--- src/rtl/mem_lsu_master.sv ---
// ---------------------------------------------------------------------------
// mem_lsu_master
//
// This is a load/store unit that sits between a RISC-V core and a simple
// word-addressed memory. The memory read path is combinational.
//
// It handles one request at a time:
//   - Loads take one memory read cycle. The selected lane is then sign- or
//     zero-extended.
//   - Word stores write directly.
//   - Byte and half stores use a read-modify-write sequence.
//   - Misaligned accesses, illegal width codes and out-of-range addresses
//     go straight to an error response. No memory access is made for them.
//
// Ports
//   clk, rst                 : clock; asynchronous active-high reset
//   req_valid / req_ready    : request handshake from the core
//   req_store                : 1 = store, 0 = load
//   req_funct3               : RISC-V width code (B/H/W/BU/HU)
//   req_addr, req_wdata      : byte address and right-aligned store data
//   resp_valid / resp_ready  : response handshake back to the core
//   resp_rdata, resp_err     : extended load data and error flag
//   mem_a, mem_we, mem_wd    : word address, write enable, write data
//   mem_rd                   : read word (combinational from mem_a)
// ---------------------------------------------------------------------------
module mem_lsu_master #(
    parameter int MEM_AW  = 16,
    parameter int TIMEOUT = 0
) (
    input  logic              clk,
    input  logic              rst,
    input  logic              req_valid,
    output logic              req_ready,
    input  logic              req_store,
    input  logic [2:0]        req_funct3,
    input  logic [31:0]       req_addr,
    input  logic [31:0]       req_wdata,
    output logic              resp_valid,
    input  logic              resp_ready,
    output logic [31:0]       resp_rdata,
    output logic              resp_err,
    output logic [MEM_AW-1:0] mem_a,
    output logic              mem_we,
    output logic [31:0]       mem_wd,
    input  logic [31:0]       mem_rd
);

    // TIMEOUT is a reserved parameter. Any non-zero value is rejected
    // when the design is elaborated.
    generate
        if (TIMEOUT != 0) begin : g_timeout_reserved
            $error("mem_lsu_master: TIMEOUT is reserved and must be 0");
        end
    endgenerate

    typedef enum logic [1:0] {IDLE, RD, WR, RESP} state_t;

    state_t              state, state_nx;
    logic                lat_store;
    logic [2:0]          lat_f3;
    logic [MEM_AW+1:0]   lat_addr;
    logic [31:0]         lat_wdata;
    logic [31:0]         rword;
    logic [31:0]         rdata_q;
    logic                err_q;

    logic                accept;
    logic                misaligned, illegal, out_of_range, req_bad;
    logic [31:0]         byte_sh;
    logic [7:0]          lane_b;
    logic [15:0]         lane_h;
    logic [31:0]         load_data;
    logic [31:0]         merged;

    assign accept = req_valid && (state == IDLE);

    // Request checks are made on the live request inputs, because they
    // only matter on the edge where the request is accepted.
    // Width code 110 also matches the W pattern in its low bits. That
    // case is harmless, since 110 is flagged as illegal anyway.
    always_comb begin
        misaligned   = ((req_funct3[1:0] == 2'b01) && req_addr[0]) ||
                       ((req_funct3[1:0] == 2'b10) && (req_addr[1:0] != 2'b00));
        illegal      = req_store ? (req_funct3 > 3'b010)
                                 : ((req_funct3 == 3'b011) || (req_funct3 == 3'b110) ||
                                    (req_funct3 == 3'b111));
        out_of_range = (req_addr >> (MEM_AW + 2)) != 32'd0;
        req_bad      = misaligned || illegal || out_of_range;
    end

    // This block picks the addressed lane out of the word being read and
    // extends it according to the latched width code.
    always_comb begin
        byte_sh   = mem_rd >> {lat_addr[1:0], 3'b000};
        lane_b    = byte_sh[7:0];
        lane_h    = lat_addr[1] ? mem_rd[31:16] : mem_rd[15:0];
        load_data = mem_rd;
        case (lat_f3)
            3'b000:  load_data = {{24{lane_b[7]}}, lane_b};
            3'b001:  load_data = {{16{lane_h[15]}}, lane_h};
            3'b100:  load_data = {24'd0, lane_b};
            3'b101:  load_data = {16'd0, lane_h};
            default: load_data = mem_rd;
        endcase
    end

    // This block builds the read-modify-write word: the captured word,
    // with only the addressed byte or half replaced by the store data.
    always_comb begin
        merged = rword;
        if (lat_f3[1:0] == 2'b00) begin
            case (lat_addr[1:0])
                2'b00:   merged[7:0]   = lat_wdata[7:0];
                2'b01:   merged[15:8]  = lat_wdata[7:0];
                2'b10:   merged[23:16] = lat_wdata[7:0];
                default: merged[31:24] = lat_wdata[7:0];
            endcase
        end else if (lat_f3[1:0] == 2'b01) begin
            if (lat_addr[1]) merged[31:16] = lat_wdata[15:0];
            else             merged[15:0]  = lat_wdata[15:0];
        end
    end

    // Next-state logic. Byte and half stores pass through RD so that the
    // existing word is captured before it is written back.
    always_comb begin
        state_nx = state;
        case (state)
            IDLE: begin
                if (accept) begin
                    if (req_bad)                      state_nx = RESP;
                    else if (!req_store)              state_nx = RD;
                    else if (req_funct3 == 3'b010)    state_nx = WR;
                    else                              state_nx = RD;
                end
            end
            RD:      state_nx = lat_store ? WR : RESP;
            WR:      state_nx = RESP;
            RESP:    state_nx = resp_ready ? IDLE : RESP;
            default: state_nx = IDLE;
        endcase
    end

    // State register, request latches and response registers.
    // The response registers are loaded on the way into RESP and are
    // cleared once the response is consumed. Outside RESP they read as 0.
    always_ff @(posedge clk or posedge rst) begin
        if (rst) begin
            state     <= IDLE;
            lat_store <= 1'b0;
            lat_f3    <= 3'b000;
            lat_addr  <= '0;
            lat_wdata <= 32'd0;
            rword     <= 32'd0;
            rdata_q   <= 32'd0;
            err_q     <= 1'b0;
        end else begin
            state <= state_nx;
            if (accept) begin
                lat_store <= req_store;
                lat_f3    <= req_funct3;
                lat_addr  <= req_addr[MEM_AW+1:0];
                lat_wdata <= req_wdata;
                rdata_q   <= 32'd0;
                err_q     <= req_bad;
            end
            if (state == RD) begin
                rword <= mem_rd;
                if (!lat_store) rdata_q <= load_data;
            end
            if ((state == RESP) && resp_ready) begin
                rdata_q <= 32'd0;
                err_q   <= 1'b0;
            end
        end
    end

    assign req_ready  = (state == IDLE);
    assign resp_valid = (state == RESP);
    assign resp_rdata = rdata_q;
    assign resp_err   = err_q;
    assign mem_we     = (state == WR);
    assign mem_a      = ((state == RD) || (state == WR)) ? lat_addr[MEM_AW+1:2] : '0;
    assign mem_wd     = (state == WR) ? ((lat_f3 == 3'b010) ? lat_wdata : merged) : 32'd0;

endmodule

--- config.mk ---
export PLATFORM = sky130hd
export DESIGN_NAME = mem_lsu_master
export DESIGN_NICKNAME = d
export VERILOG_FILES = /design/src/rtl/mem_lsu_master.sv
export SDC_FILE = /design/constraint.sdc
export NUM_CORES = 1
export LEC_CHECK = 0
export CORE_MARGIN = 2
export CORE_UTILIZATION = 45
export DETAILED_ROUTE_END_ITERATION = 7
export HOLD_SLACK_MARGIN = 0.02
export MAX_ROUTING_LAYER = met4
export PLACE_DENSITY = 0.87
export SLEW_MARGIN = 30
export SYNTH_ARGS = -nofsm -noshare
export SYNTH_HDL_FRONTEND = slang
export SYNTH_SLANG_ARGS = --single-unit
--- constraint.sdc ---
create_clock -name clk -period 5.7 [get_ports clk]
set_input_delay 1.425 -clock clk [delete_from_list [all_inputs] [get_ports clk]]
set_output_delay 1.425 -clock clk [all_outputs]
set_load 0.02 [all_outputs]
==> results.py, run 1 <==
metrics = {
    "pwr": {
        "power.leakage_nw": 3.53,
        "peakVddDrop_mv": 0.396,
        "p_sw_share_pct": 38.4,
        "power.density_nw_per_um2": 618,
        "p_comb_share_pct": 49.4,
        "intPower_mw": 3.31,
        "clkPwrFrac_pct": 20.2,
        "power.switching_mw": 2.06,
        "p_seq_share_pct": 30.4,
    },
    "grt": {
        "grt_overflow": 0,
        "grtUsageTotal_pct": 26.8,
        "antenna_found_initial": 1,
        "grt_max_degree": 56,
        "met2_usage_pct": 41.8,
        "grt_pass1_vias": 5408,
        "grtUsageMet3_pct": 6.13,
        "grt_pass1_wl_mm": 29.0,
        "grtUsageMet1_pct": 34.4,
        "grt_busiest_layer": "met2",
    },
    "critical_path": {
        "cp_max_fo": 17,
        "critPathKind": "reg2out",
        "cp.required_ps": 4280,
        "r2r_cells": 5,
        "r2r_slack_ps": 3370,
        "crit_chain": "nor2_1, nand2_1, nand2_1, o31ai_1, clkdlybuf4s50_1",
        "cp_slowest_cell": "clkdlybuf4s50_1",
        "worstReg2RegEnd": "resp_rdata[30]",
        "start_kind": "flip-flop",
        "r2r-start": "state[0]",
        "cp-end-kind": "output pin",
        "cp_slowest_stage_delay_ps": 670,
        "cp.arrival_ps": 3090,
        "cp-startpoint": "lat_f3[0]",
        "cp_common_cell": "nand2_1",
        "crit_path_end": "mem_wd[25]",
    },
    "clock_network": {
        "cts_max_path_buffers": 2,
        "cts_setup_buffers": 0,
        "numCtsBuffers": 17,
        "ctsResizeCount": 0,
        "htreeDepth": 4,
        "cts.sinks": 121,
        "cts_tree": "built",
        "hold_buffers": 0,
        "clk_latency_ps": 410,
        "clk_pin_slew_worst_paths_ps": 50,
        "cts_root_buf": "clkbuf_16",
    },
    "logic_synthesis": {
        "synth_area_leaders": "dfrtp_1, mux2_2, mux2i_1, nand2_1, a21oi_1",
        "synth_cell_types": 50,
        "ys_seq_elements": 121,
        "syn_nets": 647,
        "yosysMostFrequentCell": "dfrtp_1",
        "yosysWarnings": 0,
        "yosysSeqAreaShare_pct": 49.7,
        "synth-edff-count": 0,
        "syn_area_um2": 6100,
        "yosysTopAreaCellShare_pct": 49.7,
        "syn_avg_cell_area_um2": 11.3,
        "synth_top_area_cell": "dfrtp_1",
        "ys_async_sr_fraction_pct": 100,
        "synth.top_cells.by_count": "dfrtp_1, mux2_2, nand2_1",
        "ys.flop_type": "dfrtp_1",
        "syn_inst": 538,
    },
    "floorplanning": {
        "dieArea_um2": 14500,
        "initial_core_util_pct": 46.1,
        "die_h_um": 120,
        "ios": 188,
        "fp-row-count": 42,
        "core_area_um2": 13200,
        "die_x_um": 120,
    },
    "cells_and_area": {
        "nets": 828,
        "postLayoutCellArea_um2": 8680,
        "fill_cells": 1025,
        "register_area_um2": 3030,
        "area_delta_synth_final_pct": 42.4,
        "drive_above_1_share_pct": 19.3,
        "multiInputGateArea_um2": 2890,
    },
    "placed_design": {
        "dpl-instance-area_um2": 8070,
        "io_buffers": 187,
        "place_ws_ps": 1450,
        "dpl.hpwl_mm": 13.3,
        "place.gp.congestion": 0.902,
    },
    "sta": {
        "hold_violations": 0,
        "finClkSkew_ps": 5.52,
        "final_max_slew_viol_count": 0,
        "holdWs_ps": 500,
        "finalCritPeriodShare_pct": 79.2,
        "maxSlewHeadroom_pct": 40.5,
        "final-setup-viol-count": 0,
        "grt_setup_unrepaired": "no",
        "period_needed_ps": 4510,
        "worst_slew_pin_slew_ps": 892,
        "setup_tns_ps": 0,
        "setup_slack_ps": 1190,
        "fmax_mhz": 222,
    },
    "routing": {
        "first_iter_violations": 458,
        "detail-route-antenna-nets": 0,
        "firstDrtPassIters": 5,
        "wire_per_inst_um": 20.1,
        "drt-total-wl_mm": 18.3,
        "vias": 5160,
        "drc": 0,
        "vias_per_cell": 5.68,
    },
    "min_path": {
        "worstHoldPathType": "reg2reg",
    },
    "job": {
        "cap_violations": 0,
    },
    "run_status": {
        "status": "completed",
    },
}
[critical path: cells and delay by family, from the launching register on]
family | cells | cell delay, ps
simple gates | 3 | 980
compound gates | 1 | 400
flops | 1 | 620
buf+inv | 1 | 670
[final cells by class]
class                           count  area share, %
Multi-Input combinational cell    379           33.3
Timing Repair Buffer              193           22.1
Antenna cell                        1         0.0288
Tap cell                          176           2.54
Clock buffer                       24           5.55
Clock inverter                      8           1.35
Inverter                            7          0.331
Sequential cell                   121           34.9
[power by group through the flow]
stage          Sequential (mW)  Combinational [mW]  Clock (mW)
2_1_floorplan             1.57                1.67           0
3_3_place_gp              1.61                2.56           0
3_5_place_dp              1.63                2.62           0
4_1_cts                   1.63                2.65        1.10
5_1_grt                   1.68                2.86        1.14
6_report                  1.63                2.65        1.08
[cell usage in the layout (no fill, tap or decap), types with 4 or more instances in the layout]
cell type,n
ha_1,5
dfrtp_1,121
o31ai_1,8
and2b_1,6
o21a_1,8
or3_1,7
mux2i_1,23
a221o_1,10
a21oi_1,26
and2_1,18
clkdlybuf4s50_1,187
mux2_2,85
buf_4,6
nand3_1,4
a221o_2,6
o22ai_1,10
clkinv_2,4
nor2b_1,4
clkbuf_16,17
nor3_1,8
o21ai_0,24
a22oi_1,7
nand2_1,39
a211oi_1,16
nor2_1,29
inv_1,6
clkbuf_1,4
[how the worst min path moves through the flow]
stage | start | endpoint | slack, ps | cells after the start
2_1_floorplan | lat_addr[12] | lat_addr[12] | 470 | 1
3_3_place_gp | lat_addr[14] | lat_addr[14] | 480 | 1
3_5_place_dp | resp_rdata[0] | resp_rdata[0] | 490 | 2
4_1_cts | rword[8] | rword[8] | 500 | 1
5_1_grt | lat_addr[13] | lat_addr[13] | 510 | 1
6_report | lat_addr[13] | lat_addr[13] | 500 | 1
[kinds of logic (layout without fill, tap and decap cells)]
kind of cell             Yosys count  count (layout)  synth area share [%]
AO/OA/AOI/OAI                    128             128                  14.5
other                              0               1                     0
AND/OR/NAND/NOR                  137             137                  11.8
adder cells (fa/ha/maj)            5               5                  1.03
multiplexers                     109             109                  19.8
buffers and inverters             38             232                  3.20
flip-flops                       121             121                  49.7
[through the flow]
stage,instances,utilization (%),power (mW)
after floorplan,538,-,3.25
after detailed placement,876,60.9,4.25
after global routing,909,65.6,5.68
final,909,65.6,5.37
after CTS,908,65.5,5.37
after global placement,876,60.9,4.17
[per-layer routing]
metal,share of wire (%),up-vias
met4,2.0,0
met5,0,-
met2,48,234
li1,-,2331
met3,7.4,35
met1,43,2560
[sequential cells by signal (all words and copies together), names as in the netlist]
| signal | cells |
|---|---|
| lat_wdata | 32 |
| resp_rdata | 32 |
| rword | 32 |
| lat_addr | 18 |
| lat_f3 | 3 |
| state | 2 |
| lat_store | 1 |
| resp_err | 1 |
No activity file was read; power rests on OpenSTA's default activity.
==> run 2, diff against run 1 <==
==> constraint.sdc (replaced) <==
create_clock -name clk -period 4.4 [get_ports clk]
set_input_delay 1.1 -clock clk [delete_from_list [all_inputs] [get_ports clk]]
set_output_delay 1.1 -clock clk [all_outputs]
set_load 0.02 [all_outputs]
==> results.py, run 2 (same netlist as run 1, synthesis figures left out) <==
metrics = {
    "clock_network": {
        "cts_tree": "built",
        "cts.sinks": 121,
        "htreeDepth": 4,
        "ctsResizeCount": 0,
        "cts_max_path_buffers": 2,
        "cts_root_buf": "clkbuf_16",
        "clk_latency_ps": 420,
        "cts_setup_buffers": 0,
        "numCtsBuffers": 17,
        "clk_pin_slew_worst_paths_ps": 60,
        "hold_buffers": 0,
    },
    "grt": {
        "grt_overflow": 0,
        "antenna_found_initial": 0,
        "grt_max_degree": 66,
        "grt_pass1_vias": 5210,
        "grtUsageTotal_pct": 26.1,
        "grt_pass1_wl_mm": 28.1,
    },
    "job": {
        "cap_violations": 0,
    },
    "cells_and_area": {
        "fin_cells": 911,
        "fill_cells": 1005,
        "multiInputGateArea_um2": 2880,
        "final_cell_mix": "clkdlybuf4s50_1, dfrtp_1, mux2_2",
        "mostFrequentLayoutCell": "clkdlybuf4s50_1",
        "postLayoutCellArea_um2": 8760,
        "drive_above_1_share_pct": 19.8,
        "area_delta_synth_final_pct": 43.6,
        "register_area_um2": 3030,
        "nets": 830,
        "fin_util_pct": 66.1,
    },
    "sta": {
        "finalCritPeriodShare_pct": 93.9,
        "worst_slew_pin_slew_ps": 960,
        "grt_setup_unrepaired": "no",
        "final_max_slew_viol_count": 0,
        "hold_violations": 0,
        "finClkSkew_ps": 6.69,
        "setup_tns_ps": 0,
        "final-setup-viol-count": 0,
        "maxSlewHeadroom_pct": 35.7,
        "period_needed_ps": 4130,
        "fmax_mhz": 242,
        "setup_slack_ps": 268,
        "holdWs_ps": 502,
    },
    "placed_design": {
        "io_buffers": 187,
        "place_ws_ps": 810,
        "dpl-instance-area_um2": 8100,
        "place.gp.congestion": 0.915,
        "dpl.cell_count": 878,
        "dpl.hpwl_mm": 13.4,
    },
    "floorplanning": {
        "die_x_um": 120,
        "initial_core_util_pct": 46.1,
        "core_area_um2": 13200,
        "die_h_um": 120,
        "dieArea_um2": 14500,
        "ios": 188,
        "fp-row-count": 42,
    },
    "routing": {
        "drc": 0,
        "wire_per_inst_um": 19.8,
        "first_iter_violations": 350,
        "drt-total-wl_mm": 18.1,
        "detail-route-antenna-nets": 0,
        "vias": 5214,
        "vias_per_cell": 5.72,
        "firstDrtPassIters": 6,
    },
    "critical_path": {
        "critPathKind": "reg2out",
        "crit_chain": "nor2_1, nand2_1, nand2_1, o31ai_1, clkdlybuf4s50_1",
        "cp_common_cell": "nand2_1",
        "cp.required_ps": 3300,
        "cp_slowest_cell": "clkdlybuf4s50_1",
        "cp.arrival_ps": 3030,
        "start_kind": "flip-flop",
        "cp-end-kind": "output pin",
        "cp_slowest_stage_delay_ps": 660,
        "cp_max_fo": 17,
    },
    "pwr": {
        "total_power_mw": 7.11,
        "power.leakage_nw": 3.57,
        "power.density_nw_per_um2": 812,
        "peakVddDrop_mv": 0.620,
    },
    "min_path": {
        "worstHoldPathType": "reg2reg",
    },
    "run_status": {
        "status": "completed",
    },
}
==> run 2: layout make-up <==
type                       instances  share of cell area (%)
antenna                            1                  0.0286
tap                              176                    2.51
multi-input combinational        379                    32.8
timing repair buffer             195                    22.2
sequential                       121                    34.6
inverter                           7                   0.329
clock inverter                    14                    2.51
clock buffer                      18                    5.01
==> run 2: power by group <==
part,internal [mW],total (mW),switching (mW)
Sequential,1.65,2.08,0.423
Clock,1.02,1.54,0.521
Combinational,1.72,3.49,1.77
==> run 2: path summary, 6_finish.rpt <==
| check | from | end | slack [ps] | cells after the start |
|---|---|---|---|---|
| max | lat_f3[0] | mem_wd[29] | 270 | 5 |
| min | resp_rdata[6] | resp_rdata[6] | 500 | 2 |
| max reg2reg | state[1] | resp_rdata[17] | 1970 | 6 |
| min reg2reg | resp_rdata[6] | resp_rdata[6] | 500 | 2 |
| max in group asynchronous | rst | resp_rdata[2] | 2420 | 3 |
| min in group asynchronous | rst | lat_addr[17] | 1150 | 2 |
==> run 2: metal layers <==
| metal | track usage, % | vias up | part of all wire [%] |
|---|---|---|---|
| li1 | - | 2346 | - |
| met3 | 5.33 | 41 | 7.7 |
| met5 | - | - | 0 |
| met2 | 40.0 | 251 | 47 |
| met1 | 34.7 | 2576 | 43 |
| met4 | 9.52 | 0 | 2.2 |
==> run 2: critical path, delay by kind of cell, from the launching register on <==
| family | cells | cell delay [ps] |
|---|---|---|
| flops | 1 | 620 |
| simple gates | 3 | 950 |
| buf+inv | 1 | 660 |
| compound gates | 1 | 380 |
